**src/rtl/fragment_sink.sv**
```systemverilog
`default_nettype none
// ============================================================================
//  Module      : fragment_sink
//  Description : Deserializes the rasterizer's three MSB-first serial lanes
//                (X, Y in signed Q10.6, RGB565 colour), converts coordinates
//                to integer pixel indices, clips against the screen and
//                issues linear-address framebuffer writes over ready/valid.
//                Also turns TRI_DONE into a TRI_ACK that waits for all of
//                that triangle's writes to drain.
//  Revision    : 1.0 - initial release
// ============================================================================
module fragment_sink #(
  parameter int WIDTH  = 320,
  parameter int HEIGHT = 240,
  parameter int FRAC   = 6,
  parameter int AW     = 17
) (
  input  logic          CLK,
  input  logic          RST,
  input  logic          PX,
  input  logic          PY,
  input  logic          C,
  input  logic          WSTART,
  input  logic          INSIDE,
  input  logic          TRI_DONE,
  input  logic          FB_READY,
  output logic          FB_WE,
  output logic [AW-1:0] FB_ADDR,
  output logic [15:0]   FB_DATA,
  output logic          TRI_ACK,
  output logic          CLIPPED,
  output logic          OVERFLOW,
  output logic [19:0]   PIX_COUNT
);

  localparam logic [15:0]   c_width16  = 16'(WIDTH);
  localparam logic [15:0]   c_height16 = 16'(HEIGHT);
  localparam logic [AW-1:0] c_width_aw = AW'(WIDTH);

  typedef enum logic [1:0] {
    S_IDLE = 2'd0,
    S_CONV = 2'd1,
    S_WR   = 2'd2
  } state_t;

  state_t r_state;
  state_t w_state_nxt;

  // Deserializer: the top 15 bits live here, bit 0 comes straight off the lane
  logic [14:0] r_sx;
  logic [14:0] r_sy;
  logic [14:0] r_sc;
  logic [3:0]  r_k;
  logic        r_active;
  logic        r_inside;

  // Word captured by the writer
  logic [15:0] r_wx;
  logic [15:0] r_wy;
  logic [15:0] r_wc;

  logic        r_tri_pend;

  logic          w_complete;
  logic          w_take;
  logic          w_drop;
  logic [15:0]   w_x;
  logic [15:0]   w_y;
  logic          w_clip;
  logic [AW-1:0] w_addr;

  // A word completes when bit 0 is shifted in without a restart in that cycle
  assign w_complete = r_active && !WSTART && (r_k == 4'd14);
  // Handover uses the registered writer state only, no look-ahead
  assign w_take     = w_complete && r_inside && (r_state == S_IDLE);
  assign w_drop     = w_complete && r_inside && (r_state != S_IDLE);

  // Floor-convert Q10.6 to integer pixel index; negatives show up in bit 15
  assign w_x    = 16'($signed(r_wx) >>> FRAC);
  assign w_y    = 16'($signed(r_wy) >>> FRAC);
  assign w_clip = w_x[15] || w_y[15] || (w_x >= c_width16) || (w_y >= c_height16);
  assign w_addr = AW'(w_y) * c_width_aw + AW'(w_x);

  // Serial capture of the three lanes and the bit counter
  always_ff @(posedge CLK or posedge RST) begin
    if (RST) begin
      r_sx     <= '0;
      r_sy     <= '0;
      r_sc     <= '0;
      r_k      <= '0;
      r_active <= 1'b0;
      r_inside <= 1'b0;
    end else if (WSTART) begin
      r_sx     <= {14'd0, PX};
      r_sy     <= {14'd0, PY};
      r_sc     <= {14'd0, C};
      r_k      <= 4'd0;
      r_active <= 1'b1;
      r_inside <= INSIDE;
    end else if (r_active) begin
      r_sx     <= {r_sx[13:0], PX};
      r_sy     <= {r_sy[13:0], PY};
      r_sc     <= {r_sc[13:0], C};
      r_k      <= r_k + 4'd1;
      if (w_complete) begin
        r_active <= 1'b0;
      end
    end
  end

  // Writer state register
  always_ff @(posedge CLK or posedge RST) begin
    if (RST) begin
      r_state <= S_IDLE;
    end else begin
      r_state <= w_state_nxt;
    end
  end

  // Writer next-state and combinational outputs
  always_comb begin
    w_state_nxt = r_state;
    FB_WE       = 1'b0;
    TRI_ACK     = 1'b0;
    case (r_state)
      S_IDLE: begin
        if (w_take) begin
          w_state_nxt = S_CONV;
        end
      end
      S_CONV: begin
        w_state_nxt = w_clip ? S_IDLE : S_WR;
      end
      S_WR: begin
        FB_WE = 1'b1;
        if (FB_READY) begin
          w_state_nxt = S_IDLE;
        end
      end
      default: begin
        w_state_nxt = S_IDLE;
      end
    endcase
    // Acknowledge only once nothing of the triangle is still in flight
    TRI_ACK = r_tri_pend && !r_active && (r_state == S_IDLE);
  end

  // Writer datapath: word capture, address/data registers, clip pulse, counter
  always_ff @(posedge CLK or posedge RST) begin
    if (RST) begin
      r_wx      <= '0;
      r_wy      <= '0;
      r_wc      <= '0;
      FB_ADDR   <= '0;
      FB_DATA   <= '0;
      CLIPPED   <= 1'b0;
      PIX_COUNT <= '0;
    end else begin
      CLIPPED <= 1'b0;
      if (w_take) begin
        r_wx <= {r_sx, PX};
        r_wy <= {r_sy, PY};
        r_wc <= {r_sc, C};
      end
      if (r_state == S_CONV) begin
        if (w_clip) begin
          CLIPPED <= 1'b1;
        end else begin
          FB_ADDR <= w_addr;
          FB_DATA <= r_wc;
        end
      end
      if ((r_state == S_WR) && FB_READY) begin
        PIX_COUNT <= PIX_COUNT + 20'd1;
      end
    end
  end

  // Sticky overflow and pending triangle-done flag (repeat pulses merge)
  always_ff @(posedge CLK or posedge RST) begin
    if (RST) begin
      OVERFLOW   <= 1'b0;
      r_tri_pend <= 1'b0;
    end else begin
      if (w_drop) begin
        OVERFLOW <= 1'b1;
      end
      if (TRI_ACK) begin
        r_tri_pend <= 1'b0;
      end else if (TRI_DONE) begin
        r_tri_pend <= 1'b1;
      end
    end
  end

endmodule
`default_nettype wire

```
**config.mk**
```make
export PLATFORM = sky130hd
export DESIGN_NAME = fragment_sink
export DESIGN_NICKNAME = d
export VERILOG_FILES = /design/src/rtl/fragment_sink.sv
export SDC_FILE = /design/constraint.sdc
export NUM_CORES = 1
export LEC_CHECK = 0
export BUFFER_PORTS_ARGS = -buffer_cell sky130_fd_sc_hd__clkbuf_2
export CAP_MARGIN = 20
export CORE_ASPECT_RATIO = 1.5
export CORE_MARGIN = 3
export CORE_UTILIZATION = 60
export CTS_BUF_LIST = sky130_fd_sc_hd__clkbuf_8
export DETAILED_ROUTE_END_ITERATION = 6
export GPL_ROUTABILITY_DRIVEN = 0
export GPL_TIMING_DRIVEN = 0
export PLACE_DENSITY = 0.77
export SLEW_MARGIN = 30
export SYNTH_ARGS = -nofsm -noshare
export SYNTH_HDL_FRONTEND = slang
export SYNTH_SLANG_ARGS = --single-unit
```
**constraint.sdc**
```tcl
create_clock -name CLK -period 6.2 [get_ports CLK]
set_input_delay 0.93 -clock CLK [delete_from_list [all_inputs] [get_ports CLK]]
set_output_delay 0.93 -clock CLK [all_outputs]
set_load 0.01 [all_outputs]
```
Yosys cells after proc, flatten, opt, wreduce, memory -nomap -nowiden
Index checks and enable logic that the tools add are counted.

storage, ports and cells
  output and inout bits = 57
  input bits = 9
  register bits = 157
  word-level logic and storage cells = 67

operators by class
  eq/ne operators = 5
  add/subtract/negate cells = 3
  mux-type cells = 20
  bitwise logic cells = 1
  $mul = 1
  $lt $le $gt $ge = 2
  reduce and logical (&&, ||, !) cells = 19

operator list
  operator                 number
  $mux W15                 6
  $add A20 B1 Y20 const B  1
  $add A17 B16 Y17         1
  $ge A16 B8 Y1 const B    1
  $ge A16 B9 Y1 const B    1
  $mul A16 B3 Y11 const B  1
  $logic_and A1 B1 Y1      8
  $mux W1                  8
  $mux W4                  2
  $mux W2                  3
  $pmux W2 S3              1
  $reduce_bool A2 Y1       3
  $add A4 B1 Y4 const B    1
  $eq A4 B4 Y1 const B     1
  $ne A2 B2 Y1 const B     2
  $reduce_and A2 Y1        2
  $logic_or A1 B1 Y1       3
  $eq A2 B1 Y1 const B     1
  $eq A2 B2 Y1 const B     1
  $logic_not A1 Y1         2
  $logic_not A2 Y1         1
  $not A1 Y1               1

Longest topological paths before layout
  depth in word-level cells = 7
  mapped depth = 15
  gate-level depth less buffers = 15

Least setup slack after synthesis
OpenSTA, ideal clock, no wires.

  path type = register -> register
  start point = register r_wy[7]
  end point = register FB_ADDR[16]
  data arrival time = 2,900 ps
  path buffers = 0
  cell stages (with the launch flop) = 16
  path slack = 3,175 ps
  required time = 6,074 ps
  cells stage by stage = dfrtp_1 ha_1 ha_1 fa_1 a21o_1 a21oi_1 o21bai_1 a21oi_1 xnor2_1 ha_1 nand2_1 nor2_1 a211oi_1 o31ai_1 xnor2_1 o21ai_1

between the ends
  cells in the longest elaborated chain, start to end = 4
  elaborated cells on any way between the ends = 6

RTL lines
  what                                                      RTL line  RTL
  start, declared                                           59        logic [15:0] r_wy;
  start signal, assigned                                    162       r_wy <= {r_sy, PY};
  branches (longest 4 deep; another with $add A17 B16 Y17)  -
  end signal, assigned                                      169       FB_ADDR <= w_addr;
  end, declared                                             28        output logic [AW-1:0] FB_ADDR,

Several ways; the timed one is not identified.
A chain may end at the register's enable or synchronous reset.

Worst setup path after layout
Ends and elaborated chain as after synthesis.

==> flow_summary.json <==
{
  "die_area_mm2": 0.0121,
  "worst_ir_drop_vdd_mv": 0.202,
  "drc": 0,
  "cts_resized": 0,
  "clkTransAtPathRegs_ps": 70,
  "grt_max_degree": 96,
  "insertion_delay_ps": 440,
  "worst_path_most_repeated_cell": "ha_1",
  "run_status": "finished, final reports clean",
  "start_util_pct": 62.9,
  "crit_slowest_cell": "dfrtp_1",
  "ctsHoldBuffers": 0,
  "worstSetupPathType": "reg2reg",
  "yosys.cell_types.count": 40,
  "final-hold-violation-count": 0,
  "portBuffers": 65,
  "finalWirelength_um": 12100,
  "critPathBufInv": 0,
  "seq_area_frac_synth_pct": 56.0,
  "routedWlPerCell_um": 16.0,
  "synth_nets": 560,
  "yosysTopAreaCell": "dfrtp_1",
  "critPathLaunchType": "flip-flop",
  "worst-endpoint-arrival_ps": 3880,
  "post_dp_cell_area_mm2": 0.00702,
  "num_antenna_cells": 0,
  "pin_count": 66,
  "ys_seq_elements": 145,
  "synth_area_mm2": 0.00648,
  "seqCellArea_mm2": 0.00363,
  "core_area_mm2": 0.0103,
  "grt.overflow.total": 0,
  "rows": 45,
  "die_w_um": 90.8,
  "clockBufferDepth": 2,
  "fill_cells": 726,
  "grt_pass1_wl_um": 20800,
  "finalSetupTns_ps": 0,
  "finalNetCount": 645,
  "tritoncts": "done",
  "drv_slew": 0,
  "cts_setup_buffers": 0,
  "synth_common_cells": "145 x dfrtp_1, 57 x nor2_1, 54 x mux2_2",
  "tightestPinTransition_ps": 527,
  "hp-class": "in2async",
  "multi_input_area_mm2": 0.00272,
  "grt_pass1_vias": 4397,
  "syn2layout_area_growth_pct": 15.1,
  "synth_top_area_share_pct": 56.0,
  "min_period_ps": 3560,
  "dr.pass1.iters": 4,
  "yosysMostFrequentCell": "dfrtp_1",
  "critPathMaxFanout": 3,
  "setup_viol": 0,
  "antenna_found_initial": 0,
  "ant_nets": 0,
  "max_slew_margin_pct": 64.6,
  "synth_warnings": 0,
  "cp_top_family": "adder cells",
  "fin_skew_ps": 10.6,
  "clock_sinks": 145,
  "syn_inst": 518,
  "path_cells": "ha_1 -> ha_1 -> fa_1 -> a21o_1 -> a21oi_1 -> o21bai_1 -> a21oi_1 -> xnor2_1 -> ha_1 -> nand2_1 -> nor2_1 -> a211oi_1 -> o31ai_1 -> xnor2_1 -> o21ai_1",
  "die_h_um": 133,
  "synthArstFlopShare_pct": 100,
  "via_per_inst": 5.42,
  "vias": 4104,
  "post-route-period-util_pct": 57.4,
  "numCtsBuffers": 17,
  "power.density_mw_per_mm2": 243,
  "htreeDepth": 4,
  "grt_util_all_layers_pct": 21.4,
  "synth-main-ff-cell": "dfrtp_1",
  "dp_hpwl_um": 8530,
  "synthTopCellsByArea": "dfrtp_1 56%, mux2_2 9.4%, mux2i_1 6.5%",
  "whs_ps": 476,
  "max_freq_mhz": 281,
  "total_power_uw": 1810,
  "end_kind": "flip-flop",
  "crit_required_ps": 6520,
  "rsz0062_at_grt": "false",
  "synth_edf_count": 0,
  "leakage_uw": 0.00416,
  "syn-mean-instance-area_um2": 12.5,
  "cts-root-buf": "clkbuf_8",
  "drv_cap": 0,
  "drtIter0Drc": 154,
  "critPathMaxStageDelay_ps": 430,
  "drive_above_1_share_pct": 27.8,
  "finish.instance_area_mm2": 0.00746
}
## cell families after synthesis
| kind of cell | Yosys count | share of synthesized area (%) |
|---|---|---|
| mux | 101 | 16.7 |
| xor+xnor | 37 | 5.00 |
| fa+ha+maj | 33 | 6.60 |
| buf+inv | 30 | 1.95 |
| compound gates | 53 | 5.37 |
| simple gates | 119 | 8.32 |
| flops | 145 | 56.0 |
## stage by stage
stage	std cells	setup slack [ps]	utilization [%]
global route	757	2370	72.4
finish	757	2640	72.4
global placement	724	79.6	67.7
floorplan	518	1380	-
detailed placement	725	2840	68.1
CTS	757	2650	72.4
## routing by layer
metal	vias up	global-route usage, %	part of all wire, %
li1	1951	-	-
met1	2058	24.4	40
met2	73	38.8	54
met3	22	4.69	3.3
met4	0	8.72	2.4
met5	-	0	0
## cells in the final DEF, fill, tap and decap left out, types with 2 or more instances in the layout
cell	instances
clkbuf_2	65
clkinvlp_4	4
clkbuf_1	6
xor2_1	10
xnor2_1	27
nand2_1	29
nor2_1	57
fa_1	2
nand3_1	10
a21o_1	6
o21ai_1	2
nand4_1	4
mux2_2	54
and3_1	9
a21oi_1	8
dfrtp_1	145
buf_1	2
mux2i_1	42
clkbuf_8	21
o21ai_0	17
o31ai_1	2
bufinv_16	3
inv_1	10
o21bai_1	5
buf_2	11
a211oi_1	2
ha_1	31
nor2b_1	3
inv_6	2
o21a_1	4
mux2_1	5
## sequential cells by signal, indices dropped and copies added, names as in the netlist, 2 cells and up
signal,flops
PIX_COUNT,20
r_state,2
r_k,4
r_wy,10
r_sc,15
r_wx,10
r_sy,15
FB_DATA,16
r_wc,16
r_sx,15
FB_ADDR,17
## worst register-to-register path, stage by stage (launching register included)
cell	delay [ps]
dfrtp_1	430
ha_1	330
ha_1	240
fa_1	400
a21o_1	170
a21oi_1	210
o21bai_1	80
a21oi_1	180
xnor2_1	140
ha_1	290
nand2_1	120
nor2_1	60
a211oi_1	310
o31ai_1	180
xnor2_1	220
o21ai_1	80
## area by class of cell
| class | count | share of cell area (%) |
|---|---|---|
| Buffer | 19 | 1.14 |
| Tap cell | 141 | 2.37 |
| Sequential cell | 145 | 48.7 |
| Multi-Input combinational cell | 343 | 36.5 |
| Clock buffer | 21 | 3.88 |
| Timing Repair Buffer | 66 | 4.73 |
| Inverter | 11 | 0.654 |
| Clock inverter | 11 | 2.03 |
## power by group
part           switching [µW]  internal [µW]
combinational            32.7           14.5
clock                     358            444
sequential               7.69            954
total                     398           1410
## final timing paths
| kind | start | to | slack (ps) | cells past startpoint |
|---|---|---|---|---|
| worst max-delay path | r_wy[7]$_DFFE_PP0P_ | FB_ADDR[16]$_DFFE_PP0P_ | 2640 | 15 |
| worst min-delay path | RST | FB_ADDR[7]$_DFFE_PP0P_ | 480 | 2 |
| worst max register to register | r_wy[7]$_DFFE_PP0P_ | FB_ADDR[16]$_DFFE_PP0P_ | 2640 | 15 |
| worst min register to register | PIX_COUNT[19]$_DFFE_PP0P_ | PIX_COUNT[19]$_DFFE_PP0P_ | 480 | 1 |
| max in group asynchronous | RST | FB_ADDR[1]$_DFFE_PP0P_ | 4960 | 3 |
| min in group CLK | PIX_COUNT[19]$_DFFE_PP0P_ | PIX_COUNT[19]$_DFFE_PP0P_ | 480 | 1 |
No activity file was read; power rests on OpenSTA's default activity.
